`src/rtl/pipe_stage_reg.sv`:
```
// Pipeline stage register with valid/ready handshake, synchronous flush (CLR) and reset.
// Define PIPE_STAGE_SKID_BUF_EN to add a skid entry so in_ready never depends on out_ready.
module pipe_stage_reg #(
  parameter int DATA_W   = 32,
  parameter bit CLR_ZERO = 1'b1
) (
  input  logic              clk,
  input  logic              rst,
  input  logic              CLR,
  input  logic              in_valid,
  output logic              in_ready,
  input  logic [DATA_W-1:0] in_data,
  output logic              out_valid,
  input  logic              out_ready,
  output logic [DATA_W-1:0] out_data,
  output logic [1:0]        level
);

  logic              mainValid_q, mainValid_d;
  logic [DATA_W-1:0] mainData_q, mainData_d;
  logic              inXfer, outXfer;

  assign out_valid = mainValid_q;
  assign out_data  = mainData_q;
  assign inXfer    = in_valid && in_ready;
  assign outXfer   = mainValid_q && out_ready;

`ifdef PIPE_STAGE_SKID_BUF_EN

  typedef enum logic [1:0] {EMPTY, ONE, FULL} state_e;

  state_e            state_q, state_d;
  logic              skidValid_q, skidValid_d;
  logic [DATA_W-1:0] skidData_q, skidData_d;

  // Ready comes from a flop only, which breaks the combinational ready chain upstream.
  assign in_ready = !CLR && !skidValid_q;
  assign level    = skidValid_q ? 2'd2 : {1'b0, mainValid_q};

  always_comb begin
    state_d     = state_q;
    mainValid_d = mainValid_q;
    mainData_d  = mainData_q;
    skidValid_d = skidValid_q;
    skidData_d  = skidData_q;
    if (CLR) begin
      state_d     = EMPTY;
      mainValid_d = 1'b0;
      skidValid_d = 1'b0;
      if (CLR_ZERO) begin
        mainData_d = '0;
        skidData_d = '0;
      end
    end else begin
      case (state_q)
        EMPTY: begin
          if (inXfer) begin
            state_d     = ONE;
            mainValid_d = 1'b1;
            mainData_d  = in_data;
          end
        end
        ONE: begin
          if (inXfer && outXfer) begin
            mainData_d = in_data;
          end else if (inXfer) begin
            state_d     = FULL;
            skidValid_d = 1'b1;
            skidData_d  = in_data;
          end else if (outXfer) begin
            state_d     = EMPTY;
            mainValid_d = 1'b0;
          end
        end
        FULL: begin
          if (outXfer) begin
            state_d     = ONE;
            mainData_d  = skidData_q;
            skidValid_d = 1'b0;
          end
        end
        default: begin
          state_d     = EMPTY;
          mainValid_d = 1'b0;
          skidValid_d = 1'b0;
        end
      endcase
    end
  end

  always_ff @(posedge clk) begin
    if (rst) begin
      state_q     <= EMPTY;
      mainValid_q <= 1'b0;
      mainData_q  <= '0;
      skidValid_q <= 1'b0;
      skidData_q  <= '0;
    end else begin
      state_q     <= state_d;
      mainValid_q <= mainValid_d;
      mainData_q  <= mainData_d;
      skidValid_q <= skidValid_d;
      skidData_q  <= skidData_d;
    end
  end

`else

  // A full stage can still accept when the downstream drains it on the same edge.
  assign in_ready = !CLR && (!mainValid_q || out_ready);
  assign level    = {1'b0, mainValid_q};

  always_comb begin
    mainValid_d = mainValid_q;
    mainData_d  = mainData_q;
    if (CLR) begin
      mainValid_d = 1'b0;
      if (CLR_ZERO) begin
        mainData_d = '0;
      end
    end else if (inXfer) begin
      mainValid_d = 1'b1;
      mainData_d  = in_data;
    end else if (outXfer) begin
      mainValid_d = 1'b0;
    end
  end

  always_ff @(posedge clk) begin
    if (rst) begin
      mainValid_q <= 1'b0;
      mainData_q  <= '0;
    end else begin
      mainValid_q <= mainValid_d;
      mainData_q  <= mainData_d;
    end
  end

`endif

endmodule
```
`config.mk`:
```
export PLATFORM = sky130hd
export DESIGN_NAME = pipe_stage_reg
export DESIGN_NICKNAME = d
export VERILOG_FILES = /design/src/rtl/pipe_stage_reg.sv
export SDC_FILE = /design/constraint.sdc
export NUM_CORES = 1
export LEC_CHECK = 0
export CORE_UTILIZATION = 40
export CTS_BUF_LIST = sky130_fd_sc_hd__clkbuf_16
export CTS_CLUSTER_DIAMETER = 30
export CTS_CLUSTER_SIZE = 28
export DETAILED_ROUTE_END_ITERATION = 16
export DONT_BUFFER_PORTS = 1
export GPL_TIMING_DRIVEN = 0
export PLACE_DENSITY = 0.53
export REMOVE_ABC_BUFFERS = 1
export SLEW_MARGIN = 10
export SYNTH_ARGS = -nofsm -noshare
export SYNTH_HDL_FRONTEND = slang
export SYNTH_SLANG_ARGS = --single-unit
```
`constraint.sdc`:
```
create_clock -name clk -period 1 [get_ports clk]
set_input_delay 0.2 -clock clk [delete_from_list [all_inputs] [get_ports clk]]
set_output_delay 0.2 -clock clk [all_outputs]
set_load 0.05 [all_outputs]
```
==> reports/results.ini, run 1 <==
[run_status]
status=finished, violations left
violations=setup timing

[synth]
yosys-top-cells-count=33 x dfxtp_1, 32 x nand2_1, 32 x nand4_1, 30 x o21ai_2, 11 x buf_2
synth_flop_cell=dfxtp_1
synth_area_leaders=dfxtp_1 46%, o21ai_2 18%, nand4_1 14%, nand2_1 8.4%, buf_2 3.9%
synthMostInstantiatedCell=dfxtp_1
async_reset_ff_frac=0
synth_top_cell_area_share=0.4636
yosys_warnings=0
synth-seq-area-share=0.4636
yosys.area.top_type=dfxtp_1
synth_cells=157
synth_cell_types=16
syn-cell-area_um2=1425
avgSynthCellArea_um2=9.077
synth_edf_count=0
ys_seq_elements=33

[global_route]
grt_pass1_vias=1022
grt_max_degree=47
gr-total-overflow=0
grt_pass1_wl_um=5085
antenna_found_initial=0
track_usage=0.1895

[clock_tree]
h-tree-depth=2
cts_sinks=33
clockRootBuffer=clkbuf_16
clock_latency_ns=0.27
numCtsBuffers=5
cts_tree=done
cts_buffer_depth=2
path_clk_slew_ns=0.05
holdBufCountCts=0

[timing]
fmax_mhz=727.3
setup_slack_ns=-0.3749
setup_viol=35
period_share=1.375
tns_ns=-7.346
rsz0062_at_grt=true
skew_ns=0.002864
hold_viol=0
layout_min_cycle_time_ns=1.375
slew_viol_final=0

[placed_design]
placedCellCount=185
io_buffers=0
routabilityCongestion=0.5816
place_hpwl_um=1889
place_worst_setup_slack_ns=-1.889
placed_area_um2=1403

[power_and_ir_drop]
power_density_nw_per_um2=1822
p_leak_uw=0.0005969
power_uw=3109
vdd_drop_max_mv=0.9625

[die]
num_io_pins=73
die_area_um2=3806
row_count=21
initial_core_util=0.4237
fp.dieW_um=61.69
coreArea_um2=3363
die_h_um=61.69

[critical_path]
endpoint_kind=output pin
crit_fanout=5
cp.required_ns=0.80
path_class=reg2out
cp-start-kind=flop
arrival_ns=1.17

[drt]
drtIter0Drc=70
vias_per_cell=5.750
routedWlPerCell_um=17.45
vias=1150
dr.pass1.iters=4
wirelength_um=3490
drc_errors=0
ant_nets=0

[final_layout]
num_antenna_cells=0
final_layout_size_suffix_gt1_frac=0.5519
nets=191
postLayoutCellArea_um2=1707
fin_cells=200
layout-area-overhead-vs-synth_pct=19.75

[flow_run]
maxCapViolations=0

[hold_path]
hp-class=in2reg

## layout make-up
type	instances	area (µm²)
clock inverter	2	7.507
fill	328	1657
timing repair buffer	6	96.34
tap	46	57.56
multi-input combinational	108	715.7
clock buffer	5	125.1
sequential	33	704.4
## cells in the final DEF (no fill, tap or decap), types with 2 or more instances in the layout
cell / n
nand4_1: 32
nor2b_4: 2
and2_4: 4
buf_8: 2
o21ai_2: 31
dfxtp_2: 32
nor2_4: 2
nand2_1: 32
clkbuf_16: 5
## path summary, 6_finish.rpt
kind                                                from                        to  slack, ns  cells past startpoint
worst max-delay path              out_valid$_SDFFE_PP0P_                  in_ready      -0.37                      2
worst max register to register    out_valid$_SDFFE_PP0P_  out_data[1]$_SDFFE_PP0P_      -0.27                      3
worst min-delay path                            in_valid    out_valid$_SDFFE_PP0P_       0.04                      1
worst min register to register  out_data[8]$_SDFFE_PP0P_  out_data[8]$_SDFFE_PP0P_       0.59                      2
## cell families after synthesis
family | Yosys count | synth area share
simple gates | 70 | 0.2493
compound gates | 33 | 0.1967
other cells | 1 | 0.002631
flops | 33 | 0.4636
buf+inv | 20 | 0.08779
## sequential cells by signal, summed over array words and instances (netlist names)
register   cells
out_data      32
out_valid      1
## power by group
part           total (µW)  internal (µW)  switching (µW)
combinational         231           76.5             154
sequential           1490           1350             136
clock                1390            888             502
## per-layer routing
layer / global-route usage / routed length (µm) / vias to the layer above
met5: 0 / 0 / -
met4: 0.07619 / 40 / 0
met3: 0.06004 / 204 / 5
met2: 0.3257 / 1763 / 41
met1: 0.2186 / 1482 / 547
li1: - / - / 557
## worst max-delay path, cell delays in order, from the launching register on
cell and delay, ns:
dfxtp_4 0.46, nor2b_4 0.18, nor2_4 0.26
## through the flow
step / utilization / hold slack, ns
after detailed placement: 0.4170 / 0.3287
final: 0.5074 / 0.03986
after floorplan: - / 0.3239
after global routing: 0.5074 / 0.05391
after global placement: 0.4036 / 0.3270
after CTS: 0.5063 / 0.04673
## what timing repair did
item | CTS | global route
pin swaps | 26 | 3
setup endpoints to repair | 68 | 36
gates cloned | 5 | 0
setup buffers | 3 | 0
gates resized for setup | 50 | 1
(Power assumes the default switching activity.)
==> inputs of run 2 (changes only) <==
- CORE_MARGIN: default -> 5
==> run 2 against run 1 <==
Effect of this change:
- the flow still finishes with violations (setup timing)
- via count shrank 2.3%
- clock power is essentially flat
- sequential share of layout area grew 0.49 points
- die area grew 28%
- non-clock buffer count shrank 1
- first-iteration DRC count shrank 33%
- wire length grew 7.5%
==> reports/results.ini, run 2 (synthesis gave the netlist of run 1 again) <==
[global_route]
met2_usage=0.2617
grt_util_met1=0.1772
grt_pass1_wl_um=6141
grt_max_degree=37
track_usage=0.1575
grt_use_met3=0.07971
busiest_layer=met2
grt_pass1_vias=1184
gr-total-overflow=0
antenna_found_initial=0

[timing]
fmax_mhz=724.7
setup_viol=36
layout_min_cycle_time_ns=1.380
maxSlewHeadroom=0.5435
period_share=1.380
holdWs_ns=0.06434
worst_pin_slew_ns=0.6831
hold_viol=0
slew_viol_final=0
skew_ns=0.003660
tns_ns=-7.400
rsz0062_at_grt=true
setup_slack_ns=-0.3799

[die]
die_h_um=69.69
row_count=21
num_io_pins=73
die_area_um2=4857
fp.dieW_um=69.69
initial_core_util=0.4205
coreArea_um2=3390

[final_layout]
postLayoutCoreUtil=0.4976
nets=190
num_antenna_cells=0
final_cell_mix=32 x nand2_1, 32 x nand4_1, 32 x dfxtp_2
largest_reg_flops=32
layout-area-overhead-vs-synth_pct=18.35
num-fill-cells=326
final_layout_size_suffix_gt1_frac=0.5490
postLayoutCellArea_um2=1687

[run_status]
violations=setup timing
status=finished, violations left

[clock_tree]
clock_latency_ns=0.27
clockRootBuffer=clkbuf_16
cts_tree=done
path_clk_slew_ns=0.05
numCtsBuffers=5
cts_buffer_depth=2
h-tree-depth=2
cts_sinks=33
holdBufCountCts=0

[drt]
dr.pass1.iters=4
drtIter0Drc=47
routedWlPerCell_um=18.85
vias=1124
wirelength_um=3751
vias_per_cell=5.648
drc_errors=0
ant_nets=0

[power_and_ir_drop]
combPwrFrac=0.074
power_density_nw_per_um2=1824
vdd_drop_max_mv=0.8979
power_switching_uw=763.2
p_seq_frac=0.485
p_clk_frac=0.442
switching_share=0.2480
internal_power_uw=2314
p_leak_uw=0.0005875

[flow_run]
maxCapViolations=0

[critical_path]
cp.required_ns=0.80
reg2reg_slack_ns=-0.30
crit_fanout=5
endpoint_kind=output pin
cp-start-kind=flop
path_class=reg2out
arrival_ns=1.18
cpPeakStageDelay_ns=0.46
cp_top_family=flip-flops
slowest_stage=dfxtp_4
timing.critical_path.cells=nor2b_4 > nor2_4
path_buf_inv=0

[placed_design]
placed_area_um2=1410
place_hpwl_um=2122
io_buffers=0
routabilityCongestion=0.6873

[hold_path]
hp-class=in2reg

## run 2: timing repair
item	4_1_cts	5_1_grt
setup buffers	2	1
resized for setup	47	2
cloned	4	0
endpoints found under the setup margin	68	36
pin swaps	25	2
## run 2: cell type report
class                           count  area [µm²]  area share
Sequential cell                    33       704.4      0.4177
Timing Repair Buffer                5       76.32     0.04525
Clock inverter                      2       7.507    0.004451
Clock buffer                        5       125.1     0.07418
Tap cell                           46       57.56     0.03412
Multi-Input combinational cell    108       715.7      0.4243
## run 2: power groups by stage
| stage | Clock [µW] | Sequential [µW] | Combinational [µW] |
|---|---|---|---|
| global route | 1490 | 1490 | 248 |
| global placement | 0 | 1510 | 164 |
| finish | 1360 | 1490 | 227 |
| detailed placement | 0 | 1510 | 192 |
| CTS | 1420 | 1490 | 225 |
| floorplan | 0 | 1500 | 137 |
## run 2: metal layers
metal  routed length [µm]  vias to the layer above
met2                 1857                       46
met3                  341                        5
met4                   29                        0
met5                    0                        -
li1                     -                      551
met1                 1522                      522
## run 2: metrics by stage
step | power (µW) | worst slack (ns) | cells
2_1_floorplan | 1640 | -1.599 | 137
3_3_place_gp | 1673 | -2.173 | 183
3_5_place_dp | 1702 | -1.840 | 185
4_1_cts | 3136 | -0.3946 | 198
5_1_grt | 3228 | -0.4170 | 199
6_report | 3077 | -0.3799 | 199
## run 2: worst paths after layout
| path | cells past startpoint | endpoint | start |
|---|---|---|---|
| setup / recovery | 2 | in_ready | out_valid$_SDFFE_PP0P_ |
| hold / removal | 1 | out_valid$_SDFFE_PP0P_ | in_valid |
| setup reg to reg | 3 | out_data[14]$_SDFFE_PP0P_ | out_valid$_SDFFE_PP0P_ |
| hold reg to reg | 2 | out_data[10]$_SDFFE_PP0P_ | out_data[10]$_SDFFE_PP0P_ |
## run 2: worst register-to-register path, delay by kind of cell, from the launching register on
family	cells	cell delay (ns)
simple gates	2	0.56
flops	1	0.56
compound gates	1	0.07
==> inputs of run 3 (changes only) <==
- CORE_UTILIZATION: 40 -> 55
- PLACE_DENSITY: 0.53 -> 0.7
==> run 3 against run 2 <==
Effect of this change:
- the run still ends with setup timing left
- die area is 24% lower
- register-to-register slack about the same
- fmax decreased by 1.4%
- clock skew increased by 0.0042 ns
- clock-buffer cell count is the same
- worst setup slack got worse by 0.019 ns
- wire length shrank 4.0%
- largest cell class unchanged
- largest power group unchanged
- highest routed layer unchanged
==> reports/results.ini, run 3 (synthesis gave the netlist of run 1 again) <==
[run_status]
status=finished, violations left
violations=setup timing

[clock_tree]
cts_buffer_depth=2
cts_sinks=33
numCtsBuffers=5
h-tree-depth=2
cts_tree=done
clock_latency_ns=0.27
path_clk_slew_ns=0.05
clockRootBuffer=clkbuf_16

[drt]
vias=1164
routedWlPerCell_um=19.46
vias_per_cell=6.292
ant_nets=0
wirelength_um=3600
dr.pass1.iters=4
drc_errors=0
drtIter0Drc=53

[final_layout]
layout-area-overhead-vs-synth_pct=18.70
multiInputGateArea_um2=706.9
final_cell_mix=32 x nand2_1, 32 x nand4_1, 32 x dfxtp_2
largest_reg_flops=32
num-fill-cells=202
final_layout_size_suffix_gt1_frac=0.5548
postLayoutCellArea_um2=1692
fin_cells=185
num_antenna_cells=0
seq_area_um2=704.4
nets=191

[die]
coreArea_um2=2477
die_h_um=60.91
die_area_um2=3709
row_count=18
num_io_pins=73
fp.dieW_um=60.91
initial_core_util=0.5753

[timing]
layout_min_cycle_time_ns=1.399
setup_slack_ns=-0.3989
rsz0062_at_grt=true
worst_pin_slew_ns=0.6512
fmax_mhz=714.8
skew_ns=0.007817
period_share=1.399
slew_viol_final=0
setup_viol=36
hold_viol=0
maxSlewHeadroom=0.5648

[power_and_ir_drop]
power_density_nw_per_um2=1838
vdd_drop_max_mv=1.647
switching_share=0.2504
combPwrFrac=0.074
p_clk_frac=0.446
p_leak_uw=0.0006015
power_uw=3109
p_seq_frac=0.479
internal_power_uw=2331
power_switching_uw=778.6

[placed_design]
place_hpwl_um=2122
placed_area_um2=1390
placedCellCount=169
io_buffers=0
place_worst_setup_slack_ns=-1.795
routabilityCongestion=0.5722

[global_route]
track_usage=0.2059
antenna_found_initial=0
grt_max_degree=39
grt_pass1_wl_um=5644
grt_pass1_vias=1162
gr-total-overflow=0

[critical_path]
crit_start=out_valid$_SDFFE_PP0P_
reg2reg_slack_ns=-0.29
cp-start-kind=flop
arrival_ns=1.20
crit_end=in_ready
timing.rr.start=out_valid$_SDFFE_PP0P_
path_class=reg2out
reg2reg_depth=3
cp.required_ns=0.80
reg2reg_to=out_data[24]$_SDFFE_PP0P_
endpoint_kind=output pin
crit_fanout=5

[hold_path]
hp-class=in2reg

[flow_run]
maxCapViolations=0

-- run 3: cell types whose count changed in the layout (fill, tap and decap cells not counted) --
cell / delta
clkinv_2: +2
buf_16: +1
clkinv_1: -1
nor2b_2: +1
nor2b_4: -1
o21ai_0: +1
o21ai_2: -1
-- run 3: cell type report --
type                       count  share of cell area
clock buffer                   5             0.07396
clock inverter                 3            0.008136
multi-input combinational    108              0.4179
sequential                    33              0.4164
tap                           30             0.02219
timing repair buffer           6             0.06139
-- run 3: worst max-delay path, cell delays in order, from the launching register on --
cell and delay, ns:
dfxtp_4 0.46, nor2b_4 0.18, nor2_4 0.28
-- run 3: power groups by stage --
stage               Combinational (µW)  Clock (µW)  Sequential [µW]
finish                             231        1390             1490
global route                       248        1480             1490
CTS                                229        1420             1490
detailed placement                 190           0             1510
global placement                   162           0             1510
floorplan                          137           0             1500
-- run 3: how the worst min path moves through the flow --
stage | start | end | slack (ns) | cells past startpoint
finish | in_valid | out_valid$_SDFFE_PP0P_ | 0.05 | 1
global route | in_valid | out_valid$_SDFFE_PP0P_ | 0.05 | 1
CTS | in_valid | out_valid$_SDFFE_PP0P_ | 0.05 | 1
detailed placement | in_valid | out_valid$_SDFFE_PP0P_ | 0.33 | 1
global placement | in_valid | out_valid$_SDFFE_PP0P_ | 0.33 | 1
floorplan | in_valid | out_valid$_SDFFE_PP0P_ | 0.32 | 1
-- run 3: what timing repair did --
| action | in CTS | in global routing |
|---|---|---|
| setup buffers | 2 | 1 |
| gates resized for setup | 47 | 0 |
| cloned | 5 | 0 |
| setup endpoints to repair | 68 | 36 |
| hold buffers | 0 | 0 |
| pin swaps | 18 | 5 |
-- run 3: through the flow --
step / hold WS [ns] / utilization / TNS, ns
finish: 0.04979 / 0.6828 / -7.683
global route: 0.04598 / 0.6828 / -9.127
CTS: 0.04674 / 0.6798 / -7.440
detailed placement: 0.3279 / 0.5611 / -57.95
global placement: 0.3257 / 0.5399 / -71.69
floorplan: 0.3239 / - / -53.54
-- run 3: layer usage --
metal,part of all wire,up-vias,global-route usage
met4,0.0089,0,0.06502
met1,0.39,549,0.2442
li1,-,559,-
met2,0.51,52,0.3450
met5,0,-,0
met3,0.091,4,0.07660
==> RTL change (flow settings as in run 2) <==
Set the parameter `DATA_W` to 48 (it was 32).
--- a/src/rtl/pipe_stage_reg.sv
+++ b/src/rtl/pipe_stage_reg.sv
@@ -1,7 +1,7 @@
 // Pipeline stage register with valid/ready handshake, synchronous flush (CLR) and reset.
 // Define PIPE_STAGE_SKID_BUF_EN to add a skid entry so in_ready never depends on out_ready.
 module pipe_stage_reg #(
-  parameter int DATA_W   = 32,
+  parameter int DATA_W   = 48,
   parameter bit CLR_ZERO = 1'b1
 ) (
   input  logic              clk,
Ports: changed (resized in_data and out_data); port bits go from 73 to 105. No check against the original RTL was run, so the function may have changed too.
==> RTL change against run 2 <==
The flow still finishes with violations (negative setup slack); wire length rose by 57%; area after synthesis rose by 39%; worst hold slack got worse by 0.020 ns; total power rose by 33%; combinational power rose by 45%; sequential cell count rose by 16; non-clock buffer count rose by 4; final area rose by 42%; worst setup slack got worse by 0.018 ns; largest power group unchanged.
==> RTL change: results (changes against run 2) <==
| Metric | Value |
|---|---|
| Synth unique cells | 19 (+3) |
| First-pass iteration count of the detailed router | 4 (unchanged) |
| Worst Setup Slack, final | -0.398 ns (-0.0182 ns) |
| Slowest CP cell | dfxtp_4 |
| Compound-Gate Fraction of Synth Area | 16.3% (-3.4 points) |
| Pleak | 0.824 nW (+40%) |
| Type of the most critical hold path | primary input to flop |
| Clock root buffer | clkbuf_16 |
| DP Area | 0.00203 mm² (+44%) |
| Layout fillers | 460 (+41%) |
| # H-tree levels | 2 (unchanged) |
| Worst R2R Path Depth | 4 (+1) |
| Crit path arrival time | 1.20 ns (+0.02 ns) |
| Max Fanout on Critical Path | 5 (unchanged) |
| Vias in the first global route | 1715 (+45%) |
| Skew-Pair Late Insertion Delay | 0.28 ns |
| GRT Total Usage | 18.5% (+2.8 points) |
| CTS max path bufs | 2 (unchanged) |
| Detailed Place HPWL | 3460 µm (+63%) |
| Iter 0 DRT Violations | 83 (+77%) |
| Synth Area in Adders | 0% (unchanged) |
| Post-synth ARST share | 0% (unchanged) |
| Vias per cell | 5.74 (+1.6%) |
| Endpoints failing setup | 52 (+44%) |
| Largest net degree at the start of global routing | 41 (+11%) |
| Syn. warnings | 0 (unchanged) |
| CP max stage delay | 0.46 ns (about the same) |
| First-pass GRT wire length | 9140 µm (+49%) |
| Main area contributors after synthesis | dfxtp_1 49%, nand4_1 15%, nand2_1 9.1% |
| Diodes inserted | 0 (unchanged) |
| Post-synthesis mux area share | 0% (unchanged) |
| Initial antenna violation count | 0 (unchanged) |
| Status | finished with violations |
| WL final | 5890 µm (+57%) |
| Clock skew | 0.00278 ns (-0.000876 ns) |
| Post-synthesis xor/xnor area fraction | 0% (unchanged) |
| List of most frequent post-synthesis cells | 49 x dfxtp_1, 48 x nand2_1, 48 x nand4_1, 28 x o21ai_0, 20 x o21ai_2 |
| Fin nets | 277 (+46%) |
| TritonCTS buffer count | 5 (unchanged) |
| Failing checks | negative setup slack |
| Number of flip-flops under the largest register name | 48 (+50%) |
| Port buffer count | 0 (unchanged) |
| Main flop type after synthesis | dfxtp_1 |
| Peak VDD IR | 0.916 mV (+2.0%) |
| Hold path depth | 1 (unchanged) |
| Layout cells sized above 1 | 45.3% (-9.6 points) |
| Sequential-to-total area share from yosys stat | 49.4% (+3.0 points) |
| DRC Markers | 0 (unchanged) |
| Worst-margin pin slew | 0.710 ns (+0.0272 ns) |
| Clock transition at path regs | 0.06 ns |
| Routability cong. | 0.648 (-5.8%) |
## RTL change: changes by cell type after synthesis, sizes merged
cell	delta
nand2	+16
o21ai	+16
clkbuf	+3
buf	+4
nand4	+16
dfxtp	+16
## RTL change: power breakdown
group / internal [mW] / switching, mW / leakage, nW
sequential: 2.00 / 0.199 / 0.422
combinational: 0.114 / 0.216 / 0.325
clock: 0.900 / 0.658 / 0.0776
total: 3.01 / 1.07 / 0.824
## RTL change: cell type report
type	count	area [µm²]	area share (%)
flip-flops and latches	49	1050	44.0
multi-input cells	159	963	40.2
repair buffers	9	160	6.68
well taps	67	83.8	3.50
clock buffers	5	125	5.22
clock inverters	3	11.3	0.469
## RTL change: final timing paths
path                       end  slack, ns          from
setup / recovery      in_ready      -0.40     out_valid
hold / removal       out_valid       0.04      in_valid
setup reg to reg   out_data[2]      -0.28     out_valid
hold reg to reg   out_data[45]       0.56  out_data[45]
## RTL change: layer usage
metal | wire (µm) | GRT usage, %
met3 | 497 | 5.61
met5 | 0 | 0
met2 | 2980 | 31.8
met4 | 134 | 6.59
met1 | 2270 | 21.7
## RTL change: cell families (layout without fill, tap and decap cells)
| kind of cell | count (synthesis) | count (layout) |
|---|---|---|
| AO/OA/AOI/OAI | 49 | 49 |
| buffers and inverters | 27 | 17 |
| flip-flops | 49 | 49 |
| other | 1 | 1 |
| AND/OR/NAND/NOR | 102 | 109 |
## RTL change: through the flow
stage          std cells  util [%]  setup TNS [ns]  hold WS [ns]  setup WS (ns)
3_3_place_gp         268      40.1         -104.92         0.326          -2.16
5_1_grt              292      50.1          -15.34        0.0375         -0.430
2_1_floorplan        201         -          -80.41         0.324          -1.65
4_1_cts              291      49.3          -12.54        0.0392         -0.404
3_5_place_dp         272      42.4          -65.73         0.330          -1.42
6_report             292      50.1          -12.55        0.0447         -0.398
## RTL change: repair_timing
action	4_1_cts	5_1_grt
gates resized for setup	89	10
endpoints found under the setup margin	100	56
buffers inserted	3	1
hold buffers	0	0
gates cloned	8	0
pin swaps	15	0
## RTL change: critical path: cells and delay by family (launching register included)
| family | cells | cell delay, ns |
|---|---|---|
| AND/OR/NAND/NOR | 2 | 0.46 |
| flip-flops | 1 | 0.46 |
